### src/rtl/mips_run_controller_pkg.sv
// Shared types for the MIPS run/step controller and its trace buffer.
// State encoding and trace layout are reused by other MIPS debug blocks.
package mips_run_controller_pkg;

  typedef enum logic [2:0] {
    ST_IDLE       = 3'd0,
    ST_RESET_HOLD = 3'd1,
    ST_RUN        = 3'd2,
    ST_STEP       = 3'd3,
    ST_PAUSED     = 3'd4,
    ST_DONE       = 3'd5
  } run_state_e;

  // A trace entry is {pc, alu}
  localparam int TRACE_FIELDS = 2;

  function automatic logic st_cpu_rst(run_state_e s);
    return (s == ST_IDLE) || (s == ST_RESET_HOLD);
  endfunction

  function automatic logic st_en(run_state_e s);
    return (s == ST_RUN) || (s == ST_STEP);
  endfunction

  function automatic logic st_busy(run_state_e s);
    return (s == ST_RESET_HOLD) || (s == ST_RUN) ||
           (s == ST_STEP) || (s == ST_PAUSED);
  endfunction

endpackage

### src/rtl/mips_run_controller_if.sv
// Control, CPU-monitor and trace-readback signals of the run controller.
// slave = controller side, master = host/testbench side.
interface mips_run_controller_if #(
  parameter int DATA_W = 32,
  parameter int STEP_W = 16,
  parameter int ADDR_W = 4
);
  logic                  start;
  logic [STEP_W-1:0]     step_count;
  logic                  halt_req;
  logic                  single_step;
  logic [DATA_W-1:0]     pc_in;
  logic [DATA_W-1:0]     alu_in;
  logic                  cpu_reset;
  logic                  cpu_en;
  logic                  busy;
  logic                  done;
  logic [STEP_W-1:0]     cycles_run;
  logic [ADDR_W-1:0]     trace_rd_addr;
  logic [2*DATA_W-1:0]   trace_rd_data;
  logic [ADDR_W:0]       trace_count;
  logic                  trace_overflow;

  modport slave (
    input  start, step_count, halt_req, single_step,
    input  pc_in, alu_in, trace_rd_addr,
    output cpu_reset, cpu_en, busy, done, cycles_run,
    output trace_rd_data, trace_count, trace_overflow
  );

  modport master (
    output start, step_count, halt_req, single_step,
    output pc_in, alu_in, trace_rd_addr,
    input  cpu_reset, cpu_en, busy, done, cycles_run,
    input  trace_rd_data, trace_count, trace_overflow
  );
endinterface

### src/rtl/mips_run_controller_trace_buf.sv
// Circular {pc,alu} trace RAM with oldest-relative registered read port.
// When full, each write overwrites the oldest entry and sets the sticky overflow.
module mips_run_controller_trace_buf #(
  parameter int DEPTH  = 16,
  parameter int W      = 64,
  parameter int ADDR_W = $clog2(DEPTH)
) (
  input  logic              clk_i,
  input  logic              rst_ni,
  input  logic              clr_i,
  input  logic              wr_en_i,
  input  logic [W-1:0]      wr_data_i,
  input  logic [ADDR_W-1:0] rd_addr_i,
  output logic [W-1:0]      rd_data_o,
  output logic [ADDR_W:0]   count_o,
  output logic              overflow_o
);

  logic [W-1:0]      mem_q [DEPTH];
  logic [ADDR_W-1:0] wr_ptr_q;
  logic [ADDR_W-1:0] oldest_q;
  logic [ADDR_W:0]   count_q;
  logic              ovf_q;
  logic [W-1:0]      rd_q;
  logic              full;
  logic [ADDR_W-1:0] rd_idx;

  assign full   = (count_q == (ADDR_W+1)'(DEPTH));
  assign rd_idx = oldest_q + rd_addr_i;

  always_ff @(posedge clk_i) begin
    if (wr_en_i && rst_ni) begin
      mem_q[wr_ptr_q] <= wr_data_i;
    end
  end

  always_ff @(posedge clk_i) begin
    if (!rst_ni) begin
      wr_ptr_q <= '0;
      oldest_q <= '0;
      count_q  <= '0;
      ovf_q    <= 1'b0;
      rd_q     <= '0;
    end else begin
      rd_q <= mem_q[rd_idx];
      if (clr_i) begin
        wr_ptr_q <= '0;
        oldest_q <= '0;
        count_q  <= '0;
        ovf_q    <= 1'b0;
      end else if (wr_en_i) begin
        wr_ptr_q <= wr_ptr_q + ADDR_W'(1);
        if (full) begin
          oldest_q <= oldest_q + ADDR_W'(1);
          ovf_q    <= 1'b1;
        end else begin
          count_q  <= count_q + (ADDR_W+1)'(1);
        end
      end
    end
  end

  assign rd_data_o  = rd_q;
  assign count_o    = count_q;
  assign overflow_o = ovf_q;

endmodule

### src/rtl/mips_run_controller.sv
// Run/step controller for the single-cycle MipsCPU: reset hold,
// counted run with halt/single-step, and a circular execution trace.
module mips_run_controller
  import mips_run_controller_pkg::*;
#(
  parameter int DATA_W       = 32,
  parameter int RESET_CYCLES = 4,
  parameter int STEP_W       = 16,
  parameter int TRACE_DEPTH  = 16
) (
  input  logic                   clock,
  input  logic                   reset,
  mips_run_controller_if.slave   bus
);

  localparam int ADDR_W = $clog2(TRACE_DEPTH);
  localparam int HOLD_W = $clog2(RESET_CYCLES + 1);
  localparam int ENT_W  = TRACE_FIELDS * DATA_W;

  run_state_e        state_q, state_d;
  logic [STEP_W-1:0] target_q, target_d;
  logic [STEP_W-1:0] cycles_q, cycles_d;
  logic [HOLD_W-1:0] hold_q, hold_d;
  logic              cpu_reset_q, cpu_en_q, busy_q, done_q;
  logic              trace_clr, trace_wr;
  logic [STEP_W-1:0] cyc_inc;
  logic              launch;

  logic [ENT_W-1:0]  rd_data;
  logic [ADDR_W:0]   t_count;
  logic              t_ovf;

  assign cyc_inc = cycles_q + STEP_W'(1);
  assign launch  = bus.start && (bus.step_count != '0);

  always_comb begin
    state_d   = state_q;
    target_d  = target_q;
    cycles_d  = cycles_q;
    hold_d    = hold_q;
    trace_clr = 1'b0;
    trace_wr  = 1'b0;
    unique case (state_q)
      ST_IDLE, ST_DONE: begin
        if (launch) begin
          state_d   = ST_RESET_HOLD;
          target_d  = bus.step_count;
          cycles_d  = '0;
          hold_d    = '0;
          trace_clr = 1'b1;
        end
      end
      ST_RESET_HOLD: begin
        if (hold_q == HOLD_W'(RESET_CYCLES - 1)) begin
          state_d = ST_RUN;
        end else begin
          hold_d = hold_q + HOLD_W'(1);
        end
      end
      ST_RUN: begin
        trace_wr = 1'b1;
        cycles_d = cyc_inc;
        // Reaching the target beats a same-cycle halt
        if (cyc_inc == target_q) begin
          state_d = ST_DONE;
        end else if (bus.halt_req) begin
          state_d = ST_PAUSED;
        end
      end
      ST_STEP: begin
        trace_wr = 1'b1;
        cycles_d = cyc_inc;
        state_d  = (cyc_inc == target_q) ? ST_DONE : ST_PAUSED;
      end
      ST_PAUSED: begin
        if (bus.start) begin
          state_d = ST_RUN;
        end else if (bus.single_step) begin
          state_d = ST_STEP;
        end
      end
      default: state_d = ST_IDLE;
    endcase
  end

  always_ff @(posedge clock) begin
    if (!reset) begin
      state_q     <= ST_IDLE;
      target_q    <= '0;
      cycles_q    <= '0;
      hold_q      <= '0;
      cpu_reset_q <= 1'b1;
      cpu_en_q    <= 1'b0;
      busy_q      <= 1'b0;
      done_q      <= 1'b0;
    end else begin
      state_q     <= state_d;
      target_q    <= target_d;
      cycles_q    <= cycles_d;
      hold_q      <= hold_d;
      cpu_reset_q <= st_cpu_rst(state_d);
      cpu_en_q    <= st_en(state_d);
      busy_q      <= st_busy(state_d);
      done_q      <= (state_d == ST_DONE);
    end
  end

  mips_run_controller_trace_buf #(
    .DEPTH  (TRACE_DEPTH),
    .W      (ENT_W),
    .ADDR_W (ADDR_W)
  ) u_trace (
    .clk_i      (clock),
    .rst_ni     (reset),
    .clr_i      (trace_clr),
    .wr_en_i    (trace_wr),
    .wr_data_i  ({bus.pc_in, bus.alu_in}),
    .rd_addr_i  (bus.trace_rd_addr),
    .rd_data_o  (rd_data),
    .count_o    (t_count),
    .overflow_o (t_ovf)
  );

  assign bus.cpu_reset      = cpu_reset_q;
  assign bus.cpu_en         = cpu_en_q;
  assign bus.busy           = busy_q;
  assign bus.done           = done_q;
  assign bus.cycles_run     = cycles_q;
  assign bus.trace_rd_data  = rd_data;
  assign bus.trace_count    = t_count;
  assign bus.trace_overflow = t_ovf;

endmodule

### src/flat_wrapper.sv
// flat-port wrapper written by rule: the top's interface ports become plain ports
module mips_run_controller_flat import mips_run_controller_pkg::*;
#(
  parameter int DATA_W       = 32,
  parameter int RESET_CYCLES = 4,
  parameter int STEP_W       = 16,
  parameter int TRACE_DEPTH  = 16
)
  (clock, reset, bus_start, bus_step_count, bus_halt_req, bus_single_step, bus_pc_in, bus_alu_in, bus_trace_rd_addr, bus_cpu_reset, bus_cpu_en, bus_busy, bus_done, bus_cycles_run, bus_trace_rd_data, bus_trace_count, bus_trace_overflow);
  mips_run_controller_if #(.DATA_W(DATA_W), .STEP_W(STEP_W), .ADDR_W((4))) bus_i ();
  input  logic clock;
  input  logic reset;
  input wire logic [$bits(bus_i.start)-1:0] bus_start;
  input wire logic [$bits(bus_i.step_count)-1:0] bus_step_count;
  input wire logic [$bits(bus_i.halt_req)-1:0] bus_halt_req;
  input wire logic [$bits(bus_i.single_step)-1:0] bus_single_step;
  input wire logic [$bits(bus_i.pc_in)-1:0] bus_pc_in;
  input wire logic [$bits(bus_i.alu_in)-1:0] bus_alu_in;
  input wire logic [$bits(bus_i.trace_rd_addr)-1:0] bus_trace_rd_addr;
  output wire logic [$bits(bus_i.cpu_reset)-1:0] bus_cpu_reset;
  output wire logic [$bits(bus_i.cpu_en)-1:0] bus_cpu_en;
  output wire logic [$bits(bus_i.busy)-1:0] bus_busy;
  output wire logic [$bits(bus_i.done)-1:0] bus_done;
  output wire logic [$bits(bus_i.cycles_run)-1:0] bus_cycles_run;
  output wire logic [$bits(bus_i.trace_rd_data)-1:0] bus_trace_rd_data;
  output wire logic [$bits(bus_i.trace_count)-1:0] bus_trace_count;
  output wire logic [$bits(bus_i.trace_overflow)-1:0] bus_trace_overflow;
  assign bus_i.start = bus_start;
  assign bus_i.step_count = bus_step_count;
  assign bus_i.halt_req = bus_halt_req;
  assign bus_i.single_step = bus_single_step;
  assign bus_i.pc_in = bus_pc_in;
  assign bus_i.alu_in = bus_alu_in;
  assign bus_i.trace_rd_addr = bus_trace_rd_addr;
  assign bus_cpu_reset = bus_i.cpu_reset;
  assign bus_cpu_en = bus_i.cpu_en;
  assign bus_busy = bus_i.busy;
  assign bus_done = bus_i.done;
  assign bus_cycles_run = bus_i.cycles_run;
  assign bus_trace_rd_data = bus_i.trace_rd_data;
  assign bus_trace_count = bus_i.trace_count;
  assign bus_trace_overflow = bus_i.trace_overflow;
  mips_run_controller #(.DATA_W(DATA_W), .RESET_CYCLES(RESET_CYCLES), .STEP_W(STEP_W), .TRACE_DEPTH(TRACE_DEPTH)) u_core (.clock(clock), .reset(reset), .bus(bus_i));
endmodule
### config.mk
export PLATFORM = sky130hd
export DESIGN_NAME = mips_run_controller_flat
export DESIGN_NICKNAME = d
export VERILOG_FILES = /design/src/rtl/mips_run_controller_pkg.sv /design/src/rtl/mips_run_controller_if.sv /design/src/rtl/mips_run_controller_trace_buf.sv /design/src/rtl/mips_run_controller.sv /design/src/flat_wrapper.sv
export SDC_FILE = /design/constraint.sdc
export NUM_CORES = 1
export LEC_CHECK = 0
export BUFFER_PORTS_ARGS = -buffer_cell sky130_fd_sc_hd__clkbuf_2
export CAP_MARGIN = 0
export CORE_MARGIN = 3
export CORE_UTILIZATION = 40
export CTS_CLUSTER_DIAMETER = 200
export DETAILED_ROUTE_END_ITERATION = 10
export PLACE_DENSITY = 0.53
export SKIP_LAST_GASP = 1
export SYNTH_ARGS = -nofsm -noshare
export SYNTH_HDL_FRONTEND = slang
export SYNTH_SLANG_ARGS = --single-unit
### constraint.sdc
create_clock -name clock -period 7.4 [get_ports clock]
set_input_delay 0.74 -clock clock [delete_from_list [all_inputs] [get_ports clock]]
set_output_delay 0.74 -clock clock [all_outputs]
set_load 0.1 [all_outputs]
Yosys cells after proc, flatten, opt, wreduce, memory -nomap -nowiden
Memory sizes are Yosys's and may differ from the RTL's. A register that Yosys moved wholly into a read port is not among the register bits. Index checks and enable logic that the tools add are counted. W data, S select, Z words.

Register bits after elaboration: 56. Memory bits (writable): 1024. Input bits: 89. Output and inout port bits: 90. Word-level logic and storage cells: 75. Memories kept: 1.

Memories: u_core.u_trace.mem_q (words 16, width 64, rd ports 1, clocked after memory_dff 1, write ports 1, line mips_run_controller_trace_buf.sv:19) `logic [W-1:0] mem_q [DEPTH];`.

Add/sub/neg operators: 6. Equal/unequal tests: 15. Multiplexer cells: 18. Bitwise operators: 2. Reduce and logical (&&, ||, !) cells: 21.

Operators with widths (number): $pmux W16 S2 (1); $mux W3 (8); $add A16 B1 Y16 const B (1); $eq A16 B16 Y1 (1); $mux W16 (1); $reduce_bool A16 Y1 (1); $eq A3 B2 Y1 const B (5); $pmux W3 S5 (1); $eq A3 B3 Y1 const B (4); $add A4 B1 Y4 const B (2); $reduce_and A2 Y1 (4); $eq A3 B1 Y1 const B (2); $logic_not A3 Y1 (2); $mux W1 (6); $pmux W3 S2 (1); $reduce_or A2 Y1 (3); $add A5 B1 Y5 const B (1); $eq A5 B5 Y1 const B (1); $logic_or A1 B1 Y1 (5); $add A4 B4 Y4 (1); $reduce_bool A2 Y1 (2); $add A3 B1 Y3 const B (1); $reduce_and A3 Y1 (1); $logic_and A1 B1 Y1 (2); other kinds (4) (5).

Longest topological paths before layout
Gate-level depths: netlist (run 1).

Word-level depth: 8. Depth in mapped cells: 9. Depth with buffers taken out: 7.

By module
Synthesis (run 1) repeated with hierarchy kept, for this count alone.

Cells, all modules: 2032. Area total of the unflattened synthesis: 43505.5 µm².

By module, submodules not included: mips_run_controller_trace_buf (times used 1, cells an instance 1721, area an instance 40973.0 µm², seq. area each 32311.0 µm²); mips_run_controller (times used 1, cells an instance 311, area an instance 2532.4 µm², seq. area each 840.8 µm²).

Worst setup path before layout (run 1)
Ideal clock, no wire load.

Path type: register to register. Start point: register u_core.state_q[1]. End point: memory u_core.u_trace.mem_q[15][0], enable pin. Arrival time: 4163 ps. Required time: 6914 ps. Slack: 2751 ps. Stages on the path, launching flop included: 6. Path buffers: 2. Clock period less this slack: 4649 ps. Cell sequence: dfxtp_1 > nor2b_1 > clkbuf_1 > clkbuf_1 > nand3_1 > nor2_1.

Cells in the longest elaborated chain, start to end: 6. Elaborated cells on any way between the ends: 7.

Ends and longest elaborated chain: from (decl) (line mips_run_controller.sv:20) `run_state_e state_q, state_d;`; from (signal assigned) (line mips_run_controller.sv:97) `state_q <= state_d;`; $eq A3 B2 Y1 (line mips_run_controller.sv:43) `unique case (state_q)`; $reduce_or A2 Y1 (no source line) (*); $mux W1 (*) (line mips_run_controller.sv:43); $logic_and A1 B1 Y1 (*) (line mips_run_controller_trace_buf.sv:32) `if (wr_en_i && rst_ni) begin`; $mux W1 (*) (line mips_run_controller_trace_buf.sv:32); $mux W1 (not written as such) (*) (line mips_run_controller_trace_buf.sv:33) `mem_q[wr_ptr_q] <= wr_data_i;`; to (decl) (line mips_run_controller_trace_buf.sv:19).

Every way passes the cells marked *; elsewhere a longest branch is shown, timed or not.

Worst setup path in the final report (run 1)
Start point: register u_core.u_trace.oldest_q[0]. End point: register u_core.u_trace.rd_q[26] (netlist: u_core.u_trace.rd_data_o[26]), read port of u_core.u_trace.mem_q.

Cells in the longest elaborated chain, start to end: 1.

Ends and longest elaborated chain: from (decl) (line mips_run_controller_trace_buf.sv:21) `logic [ADDR_W-1:0] oldest_q;`; from (signal assigned) (line mips_run_controller_trace_buf.sv:54) `oldest_q <= oldest_q + ADDR_W'(1);`; $add A4 B4 Y4 (line mips_run_controller_trace_buf.sv:29) `assign rd_idx = oldest_q + rd_addr_i;`; to (decl) (line mips_run_controller_trace_buf.sv:24) `logic [W-1:0] rd_q;`.

Every way passes these cells. A chain may end at the register's enable or synchronous reset.

==> summary.txt, run 1 <==
Outcome
  – Status: completed

Clocking
  – Postcts setup bufs: 0
  – H-tree lvl count: 3
  – Clk_lat worst skew: 690 ps
  – Clock buffer depth: 3
  – Clock Sinks: 1,144
  – Clk slew on worst S/H paths: 60 ps
  – TritonCTS clock tree: built
  – CTS resizes: 0
  – Post-CTS Hold Buffers: 0
  – Clock root buffer: clkbuf_16
  – Total CTS buffers: 116

Floorplanning
  – Core Rows: 120
  – IO Pins: 179
  – Die Area: 113,000 µm²
  – Placeable Area: 108,000 µm²
  – Starting Density: 0.406
  – Die width: 337 µm
  – Chip height: 337 µm

Timing
  – Setup TNS Final: 0 ps
  – Post-layout minimum cycle time: 3610 ps
  – Min Hold Slack: 328 ps
  – Skew final: 21.6 ps
  – Part of the cycle the worst path needs: 0.488
  – RSZ-0062 raised after global routing: false
  – Max frequency: 277 MHz
  – Final hold violation count: 0
  – Slew @ Worst Pin: 1070 ps
  – Final setup viols: 0
  – Max Slew Vio Count: 0
  – Normalized max-slew margin: 0.285

Pwr
  – P_leak: 16.6 nW
  – Worst IR Drop VDD: 0.000183 V
  – PD cells: 271 nW/µm²

Logic synthesis
  – Ys async rst share: 0
  – Post-synthesis sequential area ratio: 0.758
  – #FFs+latches synth: 1,144
  – EDFF count, synth: 1,024
  – Synth Instances: 2,315
  – Ys flop type: edfxtp_1
  – Average size of a mapped cell: 18.9 µm²
  – Count of cell types in the netlist: 57
  – Post-synth net total: 2,418
  – Synth warn: 0
  – Post-Syn Area: 43,700 µm²

Placed design
  – PortBufs: 178
  – RePlAce Congestion: 0.781
  – Post-DP HPWL: 51,200 µm

Worst setup path
  – WP depth: 8
  – WP data arrival: 4190 ps
  – CP top delay family: adder cells
  – Max stage delay cell, worst path: fa_4
  – CP Launch Type: flip-flop
  – Peak per-stage delay on the critical path: 1360 ps
  – Worst Reg-to-Reg Cells: 8
  – Worst path cell trace: ha_4, inv_1, fa_4, buf_12, mux4_2, nand2_1, nand3_1, and3_1
  – Critical path required time: 7980 ps
  – Crit path launch: u_core.u_trace.oldest_q[0]
  – Setup Crit Path Kind: reg2reg
  – CP Capture Type: flip-flop
  – Critical path buffers and inverters: 2
  – Worst Path Max Fanout: 92
  – R2R Path Start: u_core.u_trace.oldest_q[0]

Route
  – Via Count: 22,200
  – Vias per cell: 5.51
  – Routed Antenna Nets: 0
  – Starting DRC count in detailed routing: 1,686
  – 1st-pass router iterations: 5
  – Average wire per standard cell: 26.3 µm
  – Drt total wl: 106,000 µm
  – DR DRC count: 0

Cells and area
  – Fill cell count: 9,108
  – Share of cells above drive strength 1: 0.265
  – Nets: 2,629
  – Core Util, Final: 0.467
  – Commonest non-fill, non-tap cells in the layout: edfxtp_1 (1,024), nand2_1 (299), mux4_2 (256)
  – Most common cell after layout, fill and taps aside: edfxtp_1
  – Layout area overhead: 15.0%

Min path
  – Hold path cells: 3
  – Hold_sp: bus_step_count[13]
  – Hold crit path type: in2reg

Global route
  – Congestion Overflow GR: 0
  – Global-route wire length before repair: 157,000 µm
  – Initial antenna violation count: 8
  – Pin count of the biggest net entering global routing: 129
  – Overall routing resource usage: 0.188
  – Number of global-route vias before repair: 23,200

Flow run
  – Max cap viols: 0
## per-layer routing
layer	wire length, µm	track usage	vias up
li1	-	-	9630
met1	45600	0.254	11900
met2	53000	0.319	572
met3	5490	0.0333	139
met4	1850	0.0457	12
met5	92	0	-
## power by group
part / switching [W] / total (W) / internal, W
Sequential: 0.0000247 / 0.00708 / 0.00706
Clock: 0.00240 / 0.00579 / 0.00339
Combinational: 0.000526 / 0.000753 / 0.000227
## flip-flops by register name (all words and copies together) (netlist names), 3 cells and up
name and cells:
u_core.target_q 16, u_core.hold_q 3, u_core.state_q 3, u_core.u_trace.oldest_q 4
u_core.u_trace.mem_q 1024, u_core.u_trace.rd_data_o 64, u_core.u_trace.count_o 5, u_core.u_trace.wr_ptr_q 4
u_core.bus.cycles_run 16
## cell families after synthesis
| family | Yosys count | synth area share |
|---|---|---|
| DFF | 1144 | 0.758 |
| and+or+nand+nor | 636 | 0.0725 |
| muxes | 258 | 0.132 |
| buffers and inverters | 139 | 0.0128 |
| AOI/OAI and AO/OA | 88 | 0.0132 |
| xor gates and xnor gates | 36 | 0.00721 |
| adders and majority gates | 14 | 0.00418 |
## per-stage QoR
step,power [W],setup WS [ps],cell area [µm²],std cells
floorplan,0.00774,2750,43700,2315
global placement,0.00797,3340,46500,3811
detailed placement,0.00799,3350,46500,3811
CTS,0.0138,3750,50300,4032
global route,0.0141,3620,50300,4032
finish,0.0136,3790,50300,4034
## synth_stat cells, types with 13 or more instances
cell type | n | share of area
xnor2_1 | 21 | 0.0042
a21oi_1 | 17 | 0.0019
and3_1 | 65 | 0.0093
a21boi_0 | 23 | 0.0039
nand3_1 | 92 | 0.011
buf_2 | 30 | 0.0034
mux4_2 | 256 | 0.13
dfxtp_1 | 120 | 0.055
o21ai_0 | 23 | 0.0026
clkbuf_1 | 82 | 0.0070
buf_1 | 17 | 0.0015
xor2_1 | 15 | 0.0030
ha_1 | 13 | 0.0037
edfxtp_1 | 1024 | 0.70
nand2_1 | 299 | 0.026
nand3b_1 | 65 | 0.011
nor2_1 | 45 | 0.0039
## worst paths after layout
path,end,slack [ps]
hold / removal,u_core.target_q[13],330
setup / recovery,u_core.u_trace.rd_data_o[26],3790
hold reg to reg,u_core.u_trace.overflow_o,490
setup reg to reg,u_core.u_trace.rd_data_o[26],3790
## worst reg2reg max path: cells and delay by family, from the launching register on
family                     cells  cell delay, ps
adders and majority gates      2            1530
buffers and inverters          2             570
DFF                            1             430
muxes                          1             510
and+or+nand+nor                3             460
## layout make-up
| cell class | instances | area, µm² | share of cell area |
|---|---|---|---|
| Timing Repair Buffer | 223 | 1330 | 0.0265 |
| Clock inverter | 40 | 362 | 0.00719 |
| Inverter | 9 | 33.8 | 0.000671 |
| Tap cell | 1403 | 1760 | 0.0349 |
| Clock buffer | 181 | 3480 | 0.0691 |
| Antenna cell | 2 | 5.00 | 0.0000995 |
| Multi-Input combinational cell | 1032 | 10200 | 0.203 |
| Sequential cell | 1144 | 33200 | 0.659 |
No activity file was read; power rests on OpenSTA's default activity.
==> run 2, diff against run 1 <==
--- a/config.mk
+++ b/config.mk
@@ -11,7 +11,7 @@
 export CORE_UTILIZATION = 40
 export CTS_CLUSTER_DIAMETER = 200
 export DETAILED_ROUTE_END_ITERATION = 10
-export PLACE_DENSITY = 0.53
+export PLACE_DENSITY = 0.55
 export SKIP_LAST_GASP = 1
 export SYNTH_ARGS = -nofsm -noshare
 export SYNTH_HDL_FRONTEND = slang
==> constraint.sdc (replaced) <==
create_clock -name clock -period 3.2 [get_ports clock]
set_input_delay 0.32 -clock clock [delete_from_list [all_inputs] [get_ports clock]]
set_output_delay 0.32 -clock clock [all_outputs]
set_load 0.1 [all_outputs]
==> run 2 against run 1 <==
  * Non-clock buffer count up 60
  * Final cell count increased by 1.2%
  * Sequential power rose by 130%
  * Setup slack worse by 3500 ps
  * Sequential cell count unchanged
  * Clock skew increased by 3.8 ps
  * Design area increased by 1.4%
  * Via count grew 0.85%
  * Largest cell class unchanged
  * Highest routed layer unchanged
==> summary.txt, run 2 (synthesized netlist as in run 1, its figures left out) <==
Route
  – Routed Antenna Nets: 0
  – Drt total wl: 106,000 µm
  – Average wire per standard cell: 25.9 µm
  – Starting DRC count in detailed routing: 1,772
  – 1st-pass router iterations: 5
  – Vias per cell: 5.49
  – Via Count: 22,400
  – DR DRC count: 0

Worst setup path
  – WP data arrival: 3460 ps
  – R2R Path Start: u_core.u_trace.oldest_q[0]
  – Setup Crit Path Kind: reg2reg
  – Worst Path Max Fanout: 73
  – CP top delay family: adder cells
  – CP Launch Type: flip-flop
  – Max stage delay cell, worst path: fa_4
  – CP Capture Type: flip-flop
  – Critical path buffers and inverters: 2
  – Worst R2R Setup Slack: 300 ps
  – Crit path launch: u_core.u_trace.oldest_q[0]
  – WP depth: 8
  – Critical path required time: 3760 ps
  – Peak per-stage delay on the critical path: 870 ps
  – Worst r2r dst: u_core.u_trace.rd_data_o[51]
  – Worst Reg-to-Reg Cells: 8
  – Worst path cell trace: ha_4, inv_1, fa_4, buf_12, mux4_2, nand2_1, nand3b_1, and3_1
  – Crit path capture: u_core.u_trace.rd_data_o[51]

Floorplanning
  – Die Area: 113,000 µm²
  – Die width: 337 µm
  – Core Rows: 120
  – Placeable Area: 108,000 µm²
  – Starting Density: 0.406
  – Chip height: 337 µm
  – IO Pins: 179

Pwr
  – Internal power: 0.0243 W
  – Logic pwr share: 0.059
  – Worst IR Drop VDD: 0.000446 V
  – Clock power share: 0.413
  – P_leak: 16.9 nW
  – Sw Pwr: 0.00672 W
  – Pwr Total: 0.0310 W
  – Flop pwr share: 0.528
  – Switch share: 0.217
  – PD cells: 608 nW/µm²

Cells and area
  – Biggest register: u_core.u_trace.mem_q
  – Share of cells above drive strength 1: 0.264
  – Final cell count without fillers: 4,084
  – Max FFs per register: 1,024
  – Layout area overhead: 16.7%
  – Nets: 2,687
  – Final instance area: 51,000 µm²
  – Most common cell after layout, fill and taps aside: edfxtp_1
  – Fill cell count: 8,979
  – Commonest non-fill, non-tap cells in the layout: edfxtp_1 (1,024), nand2_1 (299), mux4_2 (256)

Timing
  – Post-layout minimum cycle time: 2900 ps
  – Final setup viols: 0
  – Normalized max-slew margin: 0.394
  – Slew @ Worst Pin: 906 ps
  – Part of the cycle the worst path needs: 0.906
  – Final hold violation count: 0
  – RSZ-0062 raised after global routing: false
  – Max Slew Vio Count: 0
  – Setup TNS Final: 0 ps
  – Skew final: 25.4 ps
  – Max frequency: 345 MHz
  – Min Hold Slack: 45.8 ps

Outcome
  – Status: completed

Placed design
  – DP Cell Count: 3,851
  – Post-DP HPWL: 55,400 µm
  – RePlAce Congestion: 0.764
  – PortBufs: 178
  – Post-DP Area: 47,200 µm²

Clocking
  – Postcts setup bufs: 0
  – Clock buffer depth: 3
  – Total CTS buffers: 114
  – Clk slew on worst S/H paths: 60 ps
  – Clk_lat worst skew: 680 ps
  – Clock root buffer: clkbuf_16
  – CTS resizes: 0
  – Clock Sinks: 1,144
  – Post-CTS Hold Buffers: 20
  – TritonCTS clock tree: built
  – H-tree lvl count: 3

Global route
  – Global-route wire length before repair: 156,000 µm
  – Congestion Overflow GR: 0
  – Number of global-route vias before repair: 23,500
  – Overall routing resource usage: 0.187
  – Pin count of the biggest net entering global routing: 107
  – Initial antenna violation count: 9

Flow run
  – Max cap viols: 0

Min path
  – Hold crit path type: in2reg
run 2: cell count changes in the layout (fill, tap and decap cells not counted), sizes merged:
cell         before  now
inv              11   12
buf              46   86
diode             2    1
clkinv           29   34
clkbuf          358  346
clkinvlp          4    1
dlygate4sd3       0   20
run 2: how the worst min path moves through the flow:
| stage | startpoint | slack [ps] | endpoint | depth (start not counted) |
|---|---|---|---|---|
| after floorplan | bus_alu_in[0] | 420 | u_core.u_trace.mem_q[0][0] | 0 |
| after global placement | u_core.u_trace.overflow_o | 470 | u_core.u_trace.overflow_o | 2 |
| after detailed placement | u_core.target_q[13] | 480 | u_core.target_q[13] | 2 |
| after CTS | bus_alu_in[5] | 3 | u_core.u_trace.mem_q[7][5] | 1 |
| after global routing | bus_pc_in[13] | 50 | u_core.u_trace.mem_q[15][45] | 1 |
| final | bus_pc_in[13] | 50 | u_core.u_trace.mem_q[11][45] | 1 |
run 2: stage by stage:
step / utilization / worst slack (ps)
final: 0.473 / 300
after global routing: 0.473 / 203
after CTS: 0.473 / 295
after detailed placement: 0.438 / 293
after global placement: 0.438 / 299
after floorplan: - / -1020
run 2: layout make-up:
cell class / count / area, µm² / share of cell area
tap: 1403 / 1760 / 0.0344
antenna: 1 / 2.50 / 0.0000490
multi-input combinational: 1032 / 10200 / 0.200
clock buffer: 169 / 3250 / 0.0637
sequential: 1144 / 33200 / 0.650
timing repair buffer: 283 / 2290 / 0.0450
inverter: 9 / 33.8 / 0.000662
clock inverter: 43 / 345 / 0.00677
run 2: power by group through the flow:
| stage | logic, W | registers [W] | clock network [W] |
|---|---|---|---|
| global placement | 0.00180 | 0.0167 | 0 |
| finish | 0.00183 | 0.0164 | 0.0128 |
| CTS | 0.00185 | 0.0164 | 0.0131 |
| detailed placement | 0.00183 | 0.0167 | 0 |
| floorplan | 0.000757 | 0.0171 | 0 |
| global route | 0.00196 | 0.0164 | 0.0138 |
run 2: worst register-to-register path, delay by kind of cell (launching register included):
family	cells	cell delay, ps
multiplexers	1	510
flip-flops	1	440
adder cells (fa/ha/maj)	2	1040
buffers and inverters	2	420
AND/OR/NAND/NOR	3	370
run 2: routing by layer:
metal	track usage	vias to the layer above	part of all wire
met5	0	-	0.00096
met4	0.0486	14	0.017
met3	0.0341	132	0.058
met2	0.312	619	0.50
met1	0.256	11900	0.43
li1	-	9737	-
